### config.mk
export PLATFORM = sky130hd
export DESIGN_NAME = serial_to_parallel_converter
export DESIGN_NICKNAME = d
export VERILOG_FILES = /design/src/rtl/stp_pkg.sv /design/src/rtl/serial_to_parallel_converter_sipo_shift_reg.sv /design/src/rtl/serial_to_parallel_converter.sv
export SDC_FILE = /design/constraint.sdc
export NUM_CORES = 1
export LEC_CHECK = 0
export CAP_MARGIN = 20
export CORE_AREA = 2 2 60 67
export CTS_CLUSTER_DIAMETER = 80
export DETAILED_ROUTE_END_ITERATION = 8
export DIE_AREA = 0 0 62 69
export GPL_ROUTABILITY_DRIVEN = 0
export HOLD_SLACK_MARGIN = 0.03
export SYNTH_ARGS = -nofsm -noshare
export SYNTH_HDL_FRONTEND = slang
export SYNTH_SLANG_ARGS = --single-unit
export TNS_END_PERCENT = 50
### constraint.sdc
create_clock -name Clk -period 2 [get_ports Clk]
set_clock_uncertainty 0.05 [all_clocks]
set_input_delay 0.6 -clock Clk [delete_from_list [all_inputs] [get_ports Clk]]
set_output_delay 0.6 -clock Clk [all_outputs]
set_load 0.03 [all_outputs]
### src/rtl/stp_pkg.sv
// Shared types and sizing helpers for the serial-to-parallel converter.
package stp_pkg;

    typedef enum logic {
        IDLE  = 1'b0,
        SHIFT = 1'b1
    } state_t;

    localparam int DEFAULT_WIDTH = 8;

    // Bit counter must be able to hold the value WIDTH itself.
    function automatic int cnt_width(input int width);
        return $clog2(width + 1);
    endfunction

endpackage

### src/rtl/serial_to_parallel_converter_sipo_shift_reg.sv
// Serial-in shift register; word_next is the value the register takes on the
// coming edge so the top can capture a completed word on that same edge.
module sipo_shift_reg #(
    parameter int WIDTH     = 8,
    parameter bit MSB_FIRST = 1'b1
) (
    input  logic             clk,
    input  logic             reset,
    input  logic             shift_en,
    input  logic             clear,
    input  logic             serial_in,
    output logic [WIDTH-1:0] word_next
);

    logic [WIDTH-1:0] q;
    logic [WIDTH-1:0] base;

    // clear together with shift_en restarts the word with serial_in as bit 0
    always_comb begin
        base      = clear ? '0 : q;
        word_next = base;
        if (shift_en) begin
            word_next = MSB_FIRST ? {base[WIDTH-2:0], serial_in}
                                  : {serial_in, base[WIDTH-1:1]};
        end
    end

    always_ff @(posedge clk) begin
        if (reset) begin
            q <= '0;
        end else begin
            q <= word_next;
        end
    end

endmodule

### src/rtl/serial_to_parallel_converter.sv
// Deserialiser: assembles strobed serial bits into WIDTH-bit words and holds
// them in a one-entry valid/ready output register.
module serial_to_parallel_converter
    import stp_pkg::*;
#(
    parameter int WIDTH     = DEFAULT_WIDTH,
    parameter bit MSB_FIRST = 1'b1
) (
    input  logic             Clk,
    input  logic             Reset,
    input  logic             SerialIn,
    input  logic             BitValid,
    input  logic             FrameStart,
    output logic [WIDTH-1:0] ParallelOut,
    output logic             ParallelValid,
    input  logic             ParallelReady,
    output logic             FrameError,
    output logic             Overrun,
    output logic             Busy
);

    localparam int CW = cnt_width(WIDTH);
    localparam logic [CW-1:0] CNT_LAST = CW'(WIDTH - 1);
    localparam logic [CW-1:0] CNT_ONE  = CW'(1);

    state_t           state, state_n;
    logic [CW-1:0]    cnt, cnt_n;
    logic             shift_en, clear, complete, frame_err_n;
    logic [WIDTH-1:0] word_next;

    sipo_shift_reg #(
        .WIDTH     (WIDTH),
        .MSB_FIRST (MSB_FIRST)
    ) u_sipo (
        .clk       (Clk),
        .reset     (Reset),
        .shift_en  (shift_en),
        .clear     (clear),
        .serial_in (SerialIn),
        .word_next (word_next)
    );

    always_ff @(posedge Clk) begin
        if (Reset) begin
            state <= IDLE;
            cnt   <= '0;
        end else begin
            state <= state_n;
            cnt   <= cnt_n;
        end
    end

    always_comb begin
        state_n     = state;
        cnt_n       = cnt;
        shift_en    = 1'b0;
        clear       = 1'b0;
        complete    = 1'b0;
        frame_err_n = 1'b0;
        case (state)
            IDLE: begin
                if (BitValid && FrameStart) begin
                    shift_en = 1'b1;
                    clear    = 1'b1;
                    cnt_n    = CNT_ONE;
                    state_n  = SHIFT;
                end
            end
            SHIFT: begin
                if (BitValid) begin
                    shift_en = 1'b1;
                    if (FrameStart) begin
                        clear       = 1'b1;
                        frame_err_n = 1'b1;
                        cnt_n       = CNT_ONE;
                    end else if (cnt == CNT_LAST) begin
                        complete = 1'b1;
                        cnt_n    = '0;
                        state_n  = IDLE;
                    end else begin
                        cnt_n = cnt + CNT_ONE;
                    end
                end
            end
            default: begin
                state_n = IDLE;
                cnt_n   = '0;
            end
        endcase
    end

    // A completed word is accepted when the slot is empty or being drained
    // on this edge; otherwise it is dropped and the held word is kept.
    always_ff @(posedge Clk) begin
        if (Reset) begin
            ParallelOut   <= '0;
            ParallelValid <= 1'b0;
            FrameError    <= 1'b0;
            Overrun       <= 1'b0;
        end else begin
            FrameError <= frame_err_n;
            if (complete && (!ParallelValid || ParallelReady)) begin
                ParallelOut   <= word_next;
                ParallelValid <= 1'b1;
            end else begin
                if (complete) begin
                    Overrun <= 1'b1;
                end
                if (ParallelValid && ParallelReady) begin
                    ParallelValid <= 1'b0;
                end
            end
        end
    end

    assign Busy = (state == SHIFT);

endmodule

==> out/results.tsv <==
stage	metric	value	unit
routing	via count	847	
power	switch share	20.9	%
final_layout	area occupied by multi-input gates	434	sq um
power	Peak VDD IR	0.228	mV
worst_setup_path	reg2reg setup slack	370	ps
final_layout	register area	480	sq um
global_routing	first-pass GRT wire length	3840	um
power	Lkg Pwr	0.479	nW
cts	CTS tree	done	
power	sw power	0.184	mW
worst_setup_path	slowest CP cell	clkdlybuf4s50_1	
yosys	largest family of logic cells by synthesized area	compound AO/OA/AOI/OAI gates	
final_layout	layout cells sized above 1	15.9	%
routing	Antenna Nets Post-Route	0	
cts	CTS Sinks	24	
routing	via density per instance	4.81	
cts	CTS buffer count	3	
yosys	Post-Synth XOR/XNOR Area	0	%
floorplan	Starting Density	27.0	%
timing	worst slew pin tran	327	ps
routing	Remaining DRCs	0	
cts	post-CTS resize count	0	
worst_setup_path	Buf+Inv Stages, Crit Path	1	
worst_setup_path	WP depth	1	
worst_setup_path	Critical Path AT	1290	ps
routing	DR iter-0 viols	20	
power	Flop pwr share	55.4	%
cts	Clk Latency, worst-skew pair	260	ps
final_layout	Antenna diodes	0	
floorplan	num ports	18	
min_path	Hold Path Class	flop to flop	
yosys	Cell Area, Synth	971	sq um
floorplan	Die H	69	um
worst_setup_path	WP data required	1350	ps
timing	max-slew violation count	0	
global_routing	largest net degree at the start of global routing	25	
global_routing	vias in the first global route	873	
timing	Hold Worst Slack	433	ps
timing	Slew headroom	78.2	%
worst_setup_path	endpoint class of the critical path	primary output	
placed_design	number of port buffers	17	
final_layout	Fillers	376	
cts	setup bufs post-CTS	0	
cts	maximum root-to-sink buffer count	2	
global_routing	initial antenna violation count	0	
power	combinational group share of total power	8.2	%
yosys	Synth cell types	25	
yosys	syn_nets	108	
floorplan	CORE AREA	3600	sq um
yosys	Synth Register Bits	24	
timing	min Tclk post-route	1940	ps
floorplan	number of core rows	23	
worst_setup_path	critical path type	flop to primary output	
final_layout	Final nets	134	
worst_setup_path	max incr delay on CP	680	ps
worst_setup_path	Cell Chain, Critical Path	clkdlybuf4s50_1	
timing	Final Hold Fails	0	
global_routing	GR Overflow Total	0	
worst_setup_path	Reg-to-Reg Start	cnt[0]$_SDFFE_PP0P_	
power	PD cells	667	nW/um^2
yosys	average size of a mapped cell	9.61	sq um
worst_setup_path	R2R depth	4	
cts	H-tree depth	1	
yosys	Gate Count Post-Synth	101	
worst_setup_path	crit path launch type	flop	
run_status	status	completed	
yosys	post-synthesis adder-cell area fraction	1.29	%
yosys	post-synthesis simple-gate area fraction	17.5	%
placed_design	post-DP HPWL	1640	um
yosys	register area share after synthesis	49.5	%
timing	crit share post-route	97.1	%
timing	setup TNS	0	ps
timing	unrepaired setup endpoints after global routing	no	
yosys	Ys Warns	0	
cts	Clock Pin Slew Worst Setup and Hold Paths	80	ps
worst_setup_path	critical path endpoint	ParallelOut[5]	
cts	cts hold-fix bufs	0	
worst_setup_path	CP max FO	2	
worst_setup_path	CP Launch Point	ParallelOut[5]$_SDFFE_PP0P_	
worst_setup_path	Worst R2R End	cnt[0]$_SDFFE_PP0P_	
cts	Root Buffer	clkbuf_8	
job	total of max-cap violations	0	
power	Int Power	0.693	mW
yosys	compound-gate portion of the synthesized area	24.9	%
routing	drt first pass iters	4	
power	clock power share	36.4	%
timing	final setup fails	0	
global_routing	Tot GR Track Use	11.6	%
final_layout	Syn-to-layout area delta	35.4	%
floorplan	die area	4280	sq um
routing	Routed wire per std cell	12.8	um
floorplan	Die Span X	62	um
worst_setup_path	crit-path leading delay family	buffers and inverters	
routing	post-detailed-routing wire length	2250	um
yosys	mux contribution to synthesized area	1.03	%
timing	fmax	515	MHz
[cell type report]
type	instances	share of cell area [%]
clock buffers	4	4.19
inverters	2	0.571
multi-input cells	65	33.0
flip-flops and latches	24	36.5
well taps	50	4.76
repair buffers	31	20.9
[worst min path at each step]
stage | depth (start not counted) | slack [ps] | from | to
4_1_cts | 2 | 440 | Overrun$_SDFFE_PP0P_ | Overrun$_SDFFE_PP0P_
3_5_place_dp | 2 | 420 | Overrun$_SDFFE_PP0P_ | Overrun$_SDFFE_PP0P_
2_1_floorplan | 2 | 420 | cnt[2]$_SDFFE_PP0P_ | cnt[2]$_SDFFE_PP0P_
6_report | 2 | 430 | Overrun$_SDFFE_PP0P_ | Overrun$_SDFFE_PP0P_
3_3_place_gp | 2 | 400 | Overrun$_SDFFE_PP0P_ | Overrun$_SDFFE_PP0P_
5_1_grt | 2 | 500 | Overrun$_SDFFE_PP0P_ | Overrun$_SDFFE_PP0P_
[cell families (layout without fill, tap and decap cells)]
group           after synthesis  after routing
flops                        24             24
compound gates               35             35
mux                           1              1
simple gates                 28             28
fa+ha+maj                     1              1
buf+inv                      12             37
[layout by cell type, fill, tap and decap left out]
master	count
dfxtp_1	24
o21ai_2	1
inv_1	2
buf_4	14
nor3b_1	3
a211oi_1	10
and4b_1	3
a22oi_1	7
or4b_1	3
a21oi_1	5
clkdlybuf4s50_1	17
clkbuf_8	4
nand2b_1	1
ha_1	1
and3b_1	2
nand2_1	4
a21bo_2	1
nand3_1	1
o21ai_0	1
a41oi_1	1
and3_1	1
mux2i_1	1
nor2_1	10
a31oi_1	9
[metal layers]
metal | share of wire (%) | track usage, % | vias up
li1 | - | - | 428
met1 | 44 | 14.1 | 407
met2 | 52 | 19.2 | 10
met3 | 1.8 | 1.13 | 2
met4 | 1.8 | 5.67 | 0
met5 | 0 | 0 | -
[power groups by stage]
stage               clock network, mW  logic (mW)  registers, mW
finish                          0.319      0.0719          0.486
global route                    0.340      0.0791          0.487
CTS                             0.328      0.0720          0.486
detailed placement                  0      0.0719          0.497
global placement                    0      0.0696          0.497
floorplan                           0      0.0328          0.500
[per-stage QoR]
step | util, % | instance area (sq um) | cells | power (mW) | setup WS [ps]
floorplan | - | 971 | 101 | 0.532 | 327
global route | 36.6 | 1320 | 176 | 0.906 | 9.79
detailed placement | 35.0 | 1260 | 172 | 0.569 | -115
global placement | 35.0 | 1260 | 172 | 0.566 | -60.1
CTS | 36.6 | 1320 | 176 | 0.886 | 45.7
finish | 36.6 | 1320 | 176 | 0.877 | 58.4
[synth_stat cells, drive strengths merged]
master / count / area, sq um
dfxtp: 24 / 480
a211oi: 10 / 75.1
nor2: 10 / 37.5
a31oi: 9 / 56.3
a22oi: 7 / 52.6
buf: 7 / 37.5
a21oi: 5 / 25.0
nand2: 4 / 15.0
and4b: 3 / 30.0
clkbuf: 3 / 11.3
nor3b: 3 / 22.5
or4b: 3 / 30.0
and3b: 2 / 17.5
inv: 2 / 7.51
o21ai: 2 / 13.8
a21bo: 1 / 10.0
a41oi: 1 / 8.76
and3: 1 / 6.26
ha: 1 / 12.5
mux2i: 1 / 10.0
nand2b: 1 / 6.26
nand3: 1 / 5.00
[flip-flops by register name, indices dropped and copies added, names as in the netlist]
signal         cells
FrameError         1
cnt                4
ParallelValid      1
Busy               1
Overrun            1
u_sipo.q           8
ParallelOut        8
Note: power is estimated with default switching activity, not from simulation.
